## config.mk

```make
export PLATFORM = sky130hd
export DESIGN_NAME = bcd_serial_adder
export DESIGN_NICKNAME = d
export VERILOG_FILES = /design/src/rtl/bcd_serial_adder.sv
export SDC_FILE = /design/constraint.sdc
export NUM_CORES = 1
export LEC_CHECK = 0
export ABC_CLOCK_PERIOD_IN_PS = 2050
export BUFFER_PORTS_ARGS = -buffer_cell sky130_fd_sc_hd__buf_2
export CORE_MARGIN = 1
export CORE_UTILIZATION = 50
export DETAILED_ROUTE_END_ITERATION = 7
export PLACE_DENSITY = 0.86
export SYNTH_ARGS = -nofsm -noshare
export SYNTH_HDL_FRONTEND = slang
export SYNTH_SLANG_ARGS = --single-unit
```

## constraint.sdc

```tcl
create_clock -name CLOCK_50 -period 2.05 [get_ports CLOCK_50]
set_input_delay 0.1025 -clock CLOCK_50 [delete_from_list [all_inputs] [get_ports CLOCK_50]]
set_output_delay 0.1025 -clock CLOCK_50 [all_outputs]
set_load 0.03 [all_outputs]
```

## src/rtl/bcd_serial_adder.sv

```systemverilog
// Digit-serial N-digit BCD adder/subtractor, LSD first, start/done handshake.
// Ten's-complement subtract, invalid-digit detection, blanking error result.
//
// Ports:
//   CLOCK_50 : system clock, rising edge
//   KEY0     : synchronous active-low reset
//   start    : request, sampled in IDLE or DONE
//   sub      : 0 = A+B+cin, 1 = A-B (ten's complement)
//   cin      : carry-in for add mode, ignored when subtracting
//   a_bcd    : operand A, digit i at [4i+3:4i]
//   b_bcd    : operand B, same packing
//   busy     : high while digits are being processed
//   done     : one-cycle pulse when results update
//   sum_bcd  : registered result digits
//   cout     : final decimal carry (sub: 1 = non-negative)
//   err      : an operand digit above 9 was seen in the last operation

module bcd_serial_adder #(
   parameter int  DIGITS = 4,
   localparam int CW     = (DIGITS > 1) ? $clog2(DIGITS) : 1
) (
   input  logic                  CLOCK_50,
   input  logic                  KEY0,
   input  logic                  start,
   input  logic                  sub,
   input  logic                  cin,
   input  logic [4*DIGITS-1:0]   a_bcd,
   input  logic [4*DIGITS-1:0]   b_bcd,
   output logic                  busy,
   output logic                  done,
   output logic [4*DIGITS-1:0]   sum_bcd,
   output logic                  cout,
   output logic                  err
);

   localparam int               W    = 4 * DIGITS;
   localparam logic [CW-1:0]    LAST = CW'(DIGITS - 1);

   typedef enum logic [1:0] {
      S_IDLE = 2'd0,
      S_ADD  = 2'd1,
      S_DONE = 2'd2
   } state_t;

   state_t          state_q, state_d;

   // Operands shift right one digit per ADD cycle, so the digit
   // being worked on is always in the low nibble.
   logic [W-1:0]    a_q, a_d;
   logic [W-1:0]    b_q, b_d;
   logic            sub_q, sub_d;
   logic            carry_q, carry_d;
   logic [CW-1:0]   idx_q, idx_d;
   logic            eflag_q, eflag_d;

   // Result digits enter at the top and shift down; after DIGITS
   // steps digit 0 sits in the low nibble.
   logic [W-1:0]    acc_q, acc_d;

   logic [W-1:0]    sum_q, sum_d;
   logic            cout_q, cout_d;
   logic            err_q, err_d;
   logic            done_q, done_d;

   logic            cap;

   // ---------------------------------------------------------------
   // Single-digit BCD cell
   // ---------------------------------------------------------------
   logic [3:0]      a_dig;
   logic [3:0]      b_dig;
   logic [3:0]      bd;
   logic [4:0]      s;
   logic            gt9;
   logic [3:0]      dig;
   logic            bad;
   logic [W+3:0]    acc_ext;

   always_comb begin
      a_dig = a_q[3:0];
      b_dig = b_q[3:0];
      // Nine's complement of B; the +1 of ten's complement arrives
      // as the initial carry.
      bd    = sub_q ? (4'd9 - b_dig) : b_dig;
      s     = {1'b0, a_dig} + {1'b0, bd} + {4'b0000, carry_q};
      gt9   = (s > 5'd9);
      // Modulo-16 subtract yields the correct low nibble of s-10.
      dig   = gt9 ? (s[3:0] - 4'd10) : s[3:0];
      // Range check on raw B, before any complement.
      bad   = (a_dig > 4'd9) || (b_dig > 4'd9);
      acc_ext = {dig, acc_q};
   end

   // ---------------------------------------------------------------
   // Next-state and datapath control
   // ---------------------------------------------------------------
   always_comb begin
      state_d = state_q;
      a_d     = a_q;
      b_d     = b_q;
      sub_d   = sub_q;
      carry_d = carry_q;
      idx_d   = idx_q;
      eflag_d = eflag_q;
      acc_d   = acc_q;
      sum_d   = sum_q;
      cout_d  = cout_q;
      err_d   = err_q;
      done_d  = 1'b0;
      cap     = 1'b0;

      unique case (state_q)
         S_IDLE: begin
            if (start) begin
               cap = 1'b1;
            end
         end

         S_ADD: begin
            a_d     = a_q >> 4;
            b_d     = b_q >> 4;
            carry_d = gt9;
            acc_d   = acc_ext[W+3:4];
            idx_d   = idx_q + CW'(1);
            if (bad) begin
               eflag_d = 1'b1;
            end
            if (idx_q == LAST) begin
               state_d = S_DONE;
            end
         end

         S_DONE: begin
            done_d = 1'b1;
            err_d  = eflag_q;
            if (eflag_q) begin
               sum_d  = '1;
               cout_d = 1'b0;
            end else begin
               sum_d  = acc_q;
               cout_d = carry_q;
            end
            if (start) begin
               cap = 1'b1;
            end else begin
               state_d = S_IDLE;
            end
         end

         default: begin
            state_d = S_IDLE;
         end
      endcase

      if (cap) begin
         a_d     = a_bcd;
         b_d     = b_bcd;
         sub_d   = sub;
         carry_d = sub | cin;
         idx_d   = '0;
         eflag_d = 1'b0;
         acc_d   = '0;
         state_d = S_ADD;
      end
   end

   // ---------------------------------------------------------------
   // Registers
   // ---------------------------------------------------------------
   always_ff @(posedge CLOCK_50) begin
      if (!KEY0) begin
         state_q <= S_IDLE;
         a_q     <= '0;
         b_q     <= '0;
         sub_q   <= 1'b0;
         carry_q <= 1'b0;
         idx_q   <= '0;
         eflag_q <= 1'b0;
         acc_q   <= '0;
         sum_q   <= '0;
         cout_q  <= 1'b0;
         err_q   <= 1'b0;
         done_q  <= 1'b0;
      end else begin
         state_q <= state_d;
         a_q     <= a_d;
         b_q     <= b_d;
         sub_q   <= sub_d;
         carry_q <= carry_d;
         idx_q   <= idx_d;
         eflag_q <= eflag_d;
         acc_q   <= acc_d;
         sum_q   <= sum_d;
         cout_q  <= cout_d;
         err_q   <= err_d;
         done_q  <= done_d;
      end
   end

   assign busy    = (state_q == S_ADD);
   assign done    = done_q;
   assign sum_bcd = sum_q;
   assign cout    = cout_q;
   assign err     = err_q;

endmodule

```

==> flow_summary.json, run 1 <==
{
  "status": "finished, violations left",
  "swShare": 0.285,
  "area_delta_synth_final_pct": 21.6,
  "cp.required_ps": 2320,
  "grt_pass1_vias": 2568,
  "wl_per_cell_um": 13.3,
  "dieArea_um2": 6600,
  "cell_internal_pwr_mw": 2.32,
  "setup_viol": 4,
  "synthSimpleGateAreaFrac": 0.209,
  "min_path_type": "input port to flop",
  "fp.dieW_um": 81.2,
  "switching_power_uw": 923,
  "dp.cells": 496,
  "maxSlewHeadroom": 0.585,
  "pin_count": 57,
  "grt_pass1_wl_um": 11500,
  "ys_seq_area_frac": 0.472,
  "async_reset_ff_frac": 0,
  "routed_wl_um": 6920,
  "hold-path-cell-count": 3,
  "synth_compound_area_frac": 0.198,
  "cts.reportedPaths.clkPinSlew_ps": 80,
  "cts_made_buffers": 9,
  "portBuffers": 56,
  "worstPathArrival_ps": 2520,
  "r2r_cells": 9,
  "ys_types": 40,
  "via_per_inst": 5.38,
  "p_clk_frac": 0.353,
  "pwr-share-seq": 0.480,
  "power_frac_comb": 0.167,
  "finalCritPeriodShare": 1.10,
  "fin_nets": 487,
  "firstDrtPassIters": 4,
  "syn_inst": 379,
  "clk_latency_ps": 360,
  "violations": "setup timing",
  "clock-root-buffer": "clkbuf_8",
  "tightest_slew_ps": 622,
  "synth-seq-cells": 74,
  "synth.avg_cell_area_um2": 8.28,
  "drc": 0,
  "ir_drop_mv": 0.494,
  "pre_cts_ws_ps": -194,
  "cellPowerDensity_nw_per_um2": 849,
  "period_needed_ps": 2260,
  "design_area_um2": 3820,
  "cap_violations": 0,
  "hpwl_um": 4650,
  "max_freq_mhz": 443,
  "place_area_um2": 3510,
  "core-area_um2": 5990,
  "clockBufferDepth": 2,
  "drtIter0Drc": 165,
  "yosysWarnings": 0,
  "synth_xor_area_frac": 0.0139,
  "htreeDepth": 3,
  "rrSetupSlack_ps": -210,
  "synthFlopType": "dfxtp_1",
  "grt_usage": 0.234,
  "syn_nets": 424,
  "drtAntennaViolNets": 0,
  "die_h_um": 81.2,
  "diodes": 0,
  "overflow": 0,
  "slew_violations": 0,
  "grt_max_degree": 47,
  "synth_top_family_by_area": "simple AND/OR/NAND/NOR gates",
  "start_util": 0.524,
  "synth.cell_area_um2": 3140,
  "leakage_nw": 1.51,
  "setup_tns_ps": -635,
  "crit_type": "flop to flop",
  "cts_num_sinks": 74,
  "final_cells": 522,
  "hold_violations": 0,
  "rsz0062_at_grt": "true",
  "rows": 28,
  "startpoint_type": "flop",
  "end_kind": "flop",
  "antenna_found_initial": 0,
  "synth_edf_count": 0,
  "skew_ps": 11.5,
  "crit_fanout": 3,
  "gp_congestion": 0.741,
  "vias": 2810,
  "fin_ws_ps": -206,
  "cts_tree": "done",
  "yosys.area_share.adder": 0.0367,
  "drive_gt1_frac": 0.244,
  "timing.hold.ws_ps": 21.5,
  "synth_mux_area_frac": 0.00957
}
## logic make-up (layout without fill, tap and decap cells)
logic type,Yosys count,in the layout
simple gates,162,162
compound gates,90,90
flops,74,74
buf+inv,37,105
fa+ha+maj,8,8
xor+xnor,5,5
mux,3,3
## critical path, cell delays in order (launching register included)
cell and delay [ps]:
dfxtp_2 340, xnor2_2 170, fa_2 230, inv_2 50, fa_2 550, inv_2 60, ha_4 160, a22oi_2 250
a21boi_4 110, a221oi_2 250
## sequential cells by signal, summed over array words and instances (netlist names)
name	count
a_q	16
acc_q	16
b_q	16
carry_q	1
cout	1
done	1
eflag_q	1
err	1
idx_q	2
state_q	2
sub_q	1
sum_bcd	16
## power by group through the flow
stage,Combinational (mW),Sequential [mW],Clock (mW)
after CTS,0.511,1.55,1.17
after floorplan,0.368,1.57,0
after detailed placement,0.496,1.59,0
final,0.541,1.55,1.14
after global placement,0.472,1.58,0
after global routing,0.597,1.56,1.22
## repair_timing
item / in CTS / in global routing
buffers inserted: 0 / 2
cloned: 0 / 0
setup endpoints to repair: 4 / 4
resized for setup: 0 / 3
hold endpoints to repair: 8 / 0
hold buffers: 8 / 0
pin swaps: 1 / 1
## cell usage after synthesis (2+ instances only)
master | n | share of area
buf_4 | 2 | 0.0048
buf_2 | 13 | 0.021
dfxtp_1 | 74 | 0.47
a22oi_1 | 11 | 0.026
clkbuf_1 | 8 | 0.0096
nor2b_1 | 3 | 0.0060
a21o_2 | 2 | 0.0056
mux2i_1 | 3 | 0.0096
o21ai_0 | 4 | 0.0064
nand3_1 | 2 | 0.0032
ha_1 | 6 | 0.024
buf_6 | 3 | 0.011
a311oi_1 | 15 | 0.042
nand2b_1 | 3 | 0.0060
nor2_1 | 59 | 0.071
inv_1 | 8 | 0.0096
buf_1 | 2 | 0.0024
nand3b_1 | 2 | 0.0048
fa_1 | 2 | 0.013
nand2_1 | 84 | 0.10
xnor2_1 | 4 | 0.011
a211oi_1 | 17 | 0.041
nor3_1 | 3 | 0.0048
a31oi_1 | 3 | 0.0060
a21oi_1 | 31 | 0.049
## cell usage in the layout (no fill, tap or decap), types with 9 or more instances in the layout
master / synthesis / routed
a21oi_1: 31 / 30
buf_4: 2 / 16
nor2_1: 59 / 58
buf_2: 13 / 56
nand2_1: 84 / 84
clkbuf_8: 0 / 9
a211oi_1: 17 / 17
a311oi_1: 15 / 15
dfxtp_1: 74 / 71
a22oi_1: 11 / 11
## per-layer routing
layer | track usage | wire [µm] | vias to the layer above
met5 | 0 | 0 | -
met4 | 0.127 | 192 | 0
met3 | 0.0697 | 397 | 20
met2 | 0.357 | 3230 | 98
met1 | 0.294 | 3100 | 1271
li1 | - | - | 1421
## metrics by stage
stage,power [mW],util
2_1_floorplan,1.94,-
3_3_place_gp,2.06,0.585
3_5_place_dp,2.08,0.585
4_1_cts,3.23,0.632
5_1_grt,3.38,0.637
6_report,3.24,0.637
## area by class of cell
type                    instances  area, µm²
fillers                       492       2170
repair buffers                 80        480
clock inverters                 7       77.6
multi-input cells             268       1520
flip-flops and latches         74       1490
well taps                      75       93.8
inverters                       9       38.8
clock buffers                   9        124
## path summary, 6_finish.rpt
check / start / end
max: sub_q / carry_q
min: b_bcd[5] / b_q[5]
max reg2reg: sub_q / carry_q
min reg2reg: b_q[12] / b_q[12]
No activity file was read; power rests on OpenSTA's default activity.
==> inputs of run 2 (changes only) <==
--- a/config.mk
+++ b/config.mk
@@ -5,12 +5,13 @@
 export SDC_FILE = /design/constraint.sdc
 export NUM_CORES = 1
 export LEC_CHECK = 0
+export ABC_AREA = 1
 export ABC_CLOCK_PERIOD_IN_PS = 2050
 export BUFFER_PORTS_ARGS = -buffer_cell sky130_fd_sc_hd__buf_2
 export CORE_MARGIN = 1
 export CORE_UTILIZATION = 50
 export DETAILED_ROUTE_END_ITERATION = 7
-export PLACE_DENSITY = 0.86
+export PLACE_DENSITY = 0.85
 export SYNTH_ARGS = -nofsm -noshare
 export SYNTH_HDL_FRONTEND = slang
 export SYNTH_SLANG_ARGS = --single-unit
==> run 2 against run 1 <==
Compared with the run above:
- the flow still finishes with violations (setup timing)
- via count is 4.3% higher
- critical path depth is 5 higher
- synthesized area is 5.1% higher
- largest cell class unchanged
- largest power group unchanged
- sequential power hardly changed
- clock skew is 1.6 ps lower
- worst setup slack worse by 8.1 ps
- maximum frequency is 0.36% lower
- final cell count is 8.6% higher
- worst hold slack worse by 16 ps
- cell area is 5.5% higher
- sequential share of layout area is 2.0 points lower
==> flow_summary.json, run 2 <==
{
  "max_freq_mhz": 442,
  "synth.cell_area_um2": 3300,
  "multiInputGateArea_um2": 1550,
  "cp.depth": 14,
  "ys_types": 31,
  "crit_fanout": 6,
  "layout_commonest_cell": "nand2_1",
  "startpoint_type": "flop",
  "min_path_type": "input port to flop",
  "tightest_slew_ps": 403,
  "syn_nets": 454,
  "violations": "setup timing",
  "antenna_found_initial": 0,
  "startpoint": "b_q[0]",
  "cpPeakStageDelay_ps": 440,
  "drive_gt1_frac": 0.296,
  "syn_inst": 409,
  "seq_area_um2": 1490,
  "gp_congestion": 0.867,
  "end_kind": "flop",
  "cts_made_buffers": 9,
  "synthFlopType": "dfxtp_1",
  "cellPowerDensity_nw_per_um2": 851,
  "firstDrtPassIters": 4,
  "rows": 29,
  "r2r_start": "b_q[0]",
  "status": "finished, violations left",
  "drtIter0Drc": 149,
  "synthTopCellsByArea": "dfxtp_1 (45%), nand2_1 (9.4%), a21oi_1 (5.0%)",
  "via_per_inst": 5.17,
  "ys_seq_area_frac": 0.449,
  "leakage_nw": 1.76,
  "synth_most_common_cell": "nand2_1",
  "core-area_um2": 6350,
  "final_core_util": 0.634,
  "diodes": 0,
  "cap_violations": 0,
  "crit_top_cell": "nand2_1",
  "fp.dieW_um": 83.2,
  "hpwl_um": 5100,
  "r2r_cells": 14,
  "worstPathArrival_ps": 2530,
  "clockBufferDepth": 2,
  "synth-seq-cells": 74,
  "drtAntennaViolNets": 0,
  "period_needed_ps": 2260,
  "dieArea_um2": 6920,
  "grt_pass1_vias": 2834,
  "cts.reportedPaths.clkPinSlew_ps": 80,
  "synth.avg_cell_area_um2": 8.06,
  "setup_tns_ps": -781,
  "routed_wl_um": 7320,
  "nFillCells": 538,
  "cp.required_ps": 2320,
  "r2r-end": "acc_q[13]",
  "area_delta_synth_final_pct": 22.1,
  "start_util": 0.519,
  "rrSetupSlack_ps": -210,
  "final_cell_mix": "nand2_1 (82), dfxtp_1 (70), buf_2 (56)",
  "hold_violations": 0,
  "grt_usage": 0.223,
  "synth_top_area_share": 0.449,
  "worst_path_max_delay_cell": "fa_2",
  "maxSlewHeadroom": 0.731,
  "path_cells": "xnor2_2, fa_2, inv_2, fa_2, inv_2, ha_4, nand2_1, a21boi_2, nand2_2, nand2_2, nand2_1, nand3_1, nand2_1, inv_1",
  "cp-endpoint": "acc_q[13]",
  "clk_latency_ps": 360,
  "finalCritPeriodShare": 1.10,
  "fin_ws_ps": -214,
  "grt_pass1_wl_um": 12400,
  "pin_count": 57,
  "overflow": 0,
  "setup_viol": 4,
  "cts_tree": "done",
  "die_h_um": 83.2,
  "vias": 2932,
  "synth_area_leader_cell": "dfxtp_1",
  "synth_edf_count": 0,
  "clock-root-buffer": "clkbuf_8",
  "drc": 0,
  "crit_type": "flop to flop",
  "portBuffers": 56,
  "grt_max_degree": 27,
  "async_reset_ff_frac": 0,
  "yosysWarnings": 0,
  "fin_nets": 530,
  "critPathTopFamily": "adder cells",
  "ir_drop_mv": 0.536,
  "rsz0062_at_grt": "true",
  "wl_per_cell_um": 12.9,
  "cts_num_sinks": 74,
  "critPathBufInv": 3,
  "skew_ps": 9.89,
  "slew_violations": 0,
  "htreeDepth": 3,
  "synth_common_cells": "nand2_1 (83), dfxtp_1 (74), nor2_1 (37), a21oi_1 (33), inv_1 (31)"
}
## run 2: metrics by stage
stage / total power, mW / hold slack [ps] / area (µm²) / instances / worst slack, ps
2_1_floorplan: 2.03 / 238 / 3300 / 409 / -130
3_3_place_gp: 2.18 / 335 / 3670 / 537 / -135
3_5_place_dp: 2.21 / 345 / 3670 / 537 / -240
4_1_cts: 3.42 / 2.50 / 4000 / 564 / -188
5_1_grt: 3.58 / 16.5 / 4030 / 567 / -353
6_report: 3.43 / 6.01 / 4030 / 567 / -214
## run 2: repair_timing
action | CTS | global route
setup endpoints to repair | 4 | 4
buffers inserted | 3 | 3
cloned | 0 | 0
pin swaps | 5 | 8
endpoints found under the hold margin | 8 | 0
hold buffers | 8 | 0
gates resized for setup | 6 | 2
## run 2: worst min-delay path by stage
stage | startpoint | endpoint | cells past startpoint
after detailed placement | a_bcd[3] | a_q[3] | 3
after global placement | b_bcd[3] | b_q[3] | 3
after global routing | a_bcd[12] | a_q[12] | 3
after floorplan | b_bcd[2] | b_q[2] | 2
final | a_bcd[11] | a_q[11] | 3
after CTS | a_bcd[7] | a_q[7] | 3
## run 2: metal layers
metal  global-route usage  vias up  share of wire
met3               0.0636       10          0.046
met4               0.0831        0          0.017
met2                0.405       81           0.52
li1                     -     1504              -
met5                    0        -              0
met1                0.244     1337           0.42
## run 2: logic make-up after synthesis
logic type / synth area share
xor gates and xnor gates: 0.00797
buffers and inverters: 0.0907
AOI/OAI and AO/OA: 0.214
and+or+nand+nor: 0.203
adders and majority gates: 0.0349
DFF: 0.449
## run 2: cell type report
class | instances | area share
multi-input combinational | 276 | 0.384
clock buffer | 12 | 0.0385
timing repair buffer | 88 | 0.137
clock inverter | 4 | 0.0124
inverter | 36 | 0.0348
tap | 77 | 0.0239
sequential | 74 | 0.369
## run 2: worst min-delay path, cell delays in order
cell     delay [ps]
buf_2           100
nand2_1          50
a31oi_1          70
## run 2: power by group
part | leakage (nW) | switching [mW] | internal, mW | total (mW)
sequential | 0.605 | 0.0464 | 1.51 | 1.56
clock | 0.0986 | 0.547 | 0.627 | 1.17
combinational | 1.06 | 0.386 | 0.308 | 0.694
total | 1.76 | 0.979 | 2.45 | 3.43
==> inputs of run 3 (changes only) <==
--- a/config.mk
+++ b/config.mk
@@ -12,6 +12,7 @@
 export CORE_UTILIZATION = 50
 export DETAILED_ROUTE_END_ITERATION = 7
 export PLACE_DENSITY = 0.85
+export SKIP_CTS_REPAIR_TIMING = 1
 export SYNTH_ARGS = -nofsm -noshare
 export SYNTH_HDL_FRONTEND = slang
 export SYNTH_SLANG_ARGS = --single-unit
==> run 3 against run 2 <==
Compared with the run above:
- the flow finishes with violations (hold timing, setup timing)
- utilization decreased by 1.2 points
- worst setup slack lost 38 ps
- sequential share of layout area rose by 0.66 points
- cell area down 1.8%
- critical path depth did not move
- die area did not move
- clock skew hardly changed
- via count shrank 1.0%
- flip-flop and latch count unchanged
- critical endpoint unchanged
- largest cell class unchanged
==> flow_summary.json, run 3 (same netlist as run 2, synthesis figures left out) <==
{
  "slew_violations": 0,
  "cellPowerDensity_nw_per_um2": 860,
  "fin_ws_ps": -252,
  "hpwl_um": 5100,
  "hold_start": "a_bcd[3]",
  "nFillCells": 542,
  "min_path_type": "input port to flop",
  "diodes": 0,
  "startpoint_type": "flop",
  "worstPathArrival_ps": 2560,
  "clk_latency_ps": 360,
  "grt_pass1_vias": 2735,
  "rsz0062_at_grt": "true",
  "wl_per_cell_um": 12.8,
  "drc": 0,
  "pwr-share-seq": 0.459,
  "area_delta_synth_final_pct": 19.8,
  "cts_num_sinks": 74,
  "clock-root-buffer": "clkbuf_8",
  "portBuffers": 56,
  "drtAntennaViolNets": 0,
  "antenna_found_initial": 0,
  "status": "finished, violations left",
  "ir_drop_mv": 0.533,
  "r2r_start": "sub_q",
  "via_per_inst": 5.20,
  "power_frac_comb": 0.198,
  "layout_commonest_cell": "nand2_1",
  "htreeDepth": 3,
  "setup_tns_ps": -829,
  "seq_area_um2": 1490,
  "skew_ps": 9.77,
  "routed_wl_um": 7130,
  "gp_congestion": 0.867,
  "dieArea_um2": 6920,
  "cts_tree": "done",
  "core-area_um2": 6350,
  "violations": "hold timing, setup timing",
  "pin_count": 57,
  "startpoint": "sub_q",
  "swShare": 0.285,
  "start_util": 0.519,
  "end_kind": "flop",
  "overflow": 0,
  "vias": 2902,
  "cell_internal_pwr_mw": 2.43,
  "hold_violations": 1,
  "maxSlewHeadroom": 0.732,
  "firstDrtPassIters": 4,
  "period_needed_ps": 2300,
  "p_clk_frac": 0.342,
  "crit_fanout": 6,
  "grt_usage": 0.217,
  "cts_made_buffers": 9,
  "grt_pass1_wl_um": 12100,
  "switching_power_uw": 969,
  "die_h_um": 83.2,
  "rows": 29,
  "final_cell_mix": "nand2_1 (81), dfxtp_1 (71), buf_2 (56)",
  "leakage_nw": 1.72,
  "clockBufferDepth": 2,
  "drive_gt1_frac": 0.295,
  "fin_nets": 521,
  "setup_viol": 4,
  "fp.dieW_um": 83.2,
  "timing.hold.ws_ps": -4.56,
  "crit_type": "flop to flop",
  "drtIter0Drc": 128,
  "grt_max_degree": 27,
  "cp.required_ps": 2310,
  "multiInputGateArea_um2": 1550,
  "cts.reportedPaths.clkPinSlew_ps": 80,
  "cap_violations": 0,
  "max_freq_mhz": 434,
  "finalCritPeriodShare": 1.12,
  "tightest_slew_ps": 401
}
-- run 3: cell count changes in the layout (fill, tap and decap cells not counted), sizes merged --
| cell | change |
|---|---|
| dlygate4sd3 | -5 |
| buf | -4 |
-- run 3: metrics by stage --
step	worst slack, ps	total power, mW	instances	util	area [µm²]
2_1_floorplan	-130	2.03	409	-	3300
3_3_place_gp	-135	2.18	537	0.578	3670
3_5_place_dp	-240	2.21	537	0.578	3670
4_1_cts	-251	3.37	553	0.610	3870
5_1_grt	-376	3.56	558	0.622	3950
6_report	-252	3.40	558	0.622	3950
-- run 3: power groups by stage --
stage	clock (mW)	combinational, mW	sequential [mW]
3_3_place_gp	0	0.595	1.59
5_1_grt	1.23	0.760	1.57
3_5_place_dp	0	0.618	1.59
6_report	1.16	0.675	1.56
4_1_cts	1.19	0.622	1.56
2_1_floorplan	0	0.453	1.58
-- run 3: layout make-up --
type                    instances  area share
clock buffers                  12      0.0393
clock inverters                 4      0.0127
inverters                      36      0.0355
multi-input cells             276       0.393
flip-flops and latches         74       0.376
well taps                      77      0.0244
repair buffers                 79       0.120
-- run 3: path summary, 6_finish.rpt --
check,to,slack (ps),depth (start not counted)
worst max-delay path,acc_q[13],-250,14
worst min-delay path,a_q[3],-5,3
worst max register to register,acc_q[13],-250,14
worst min register to register,acc_q[3],460,2
-- run 3: critical path, stage by stage, from the launching register on --
cell and delay, ps:
dfxtp_2 340, xnor2_2 140, fa_2 360, inv_2 70, fa_2 450, inv_2 100, ha_4 130, nand2_1 40
a21boi_2 150, nand2_2 110, nand2_2 80, nand2_2 60, nand3_2 60, nand2_1 80, inv_1 30
-- run 3: routing by layer --
metal  vias to the layer above  share of wire  GRT usage  wire length (µm)
li1                       1490              -          -                 -
met1                      1316           0.42      0.245              3000
met2                        83           0.51      0.379              3620
met3                        13          0.057     0.0716               404
met4                         0          0.016     0.0784               113
met5                         -              0          0                 0
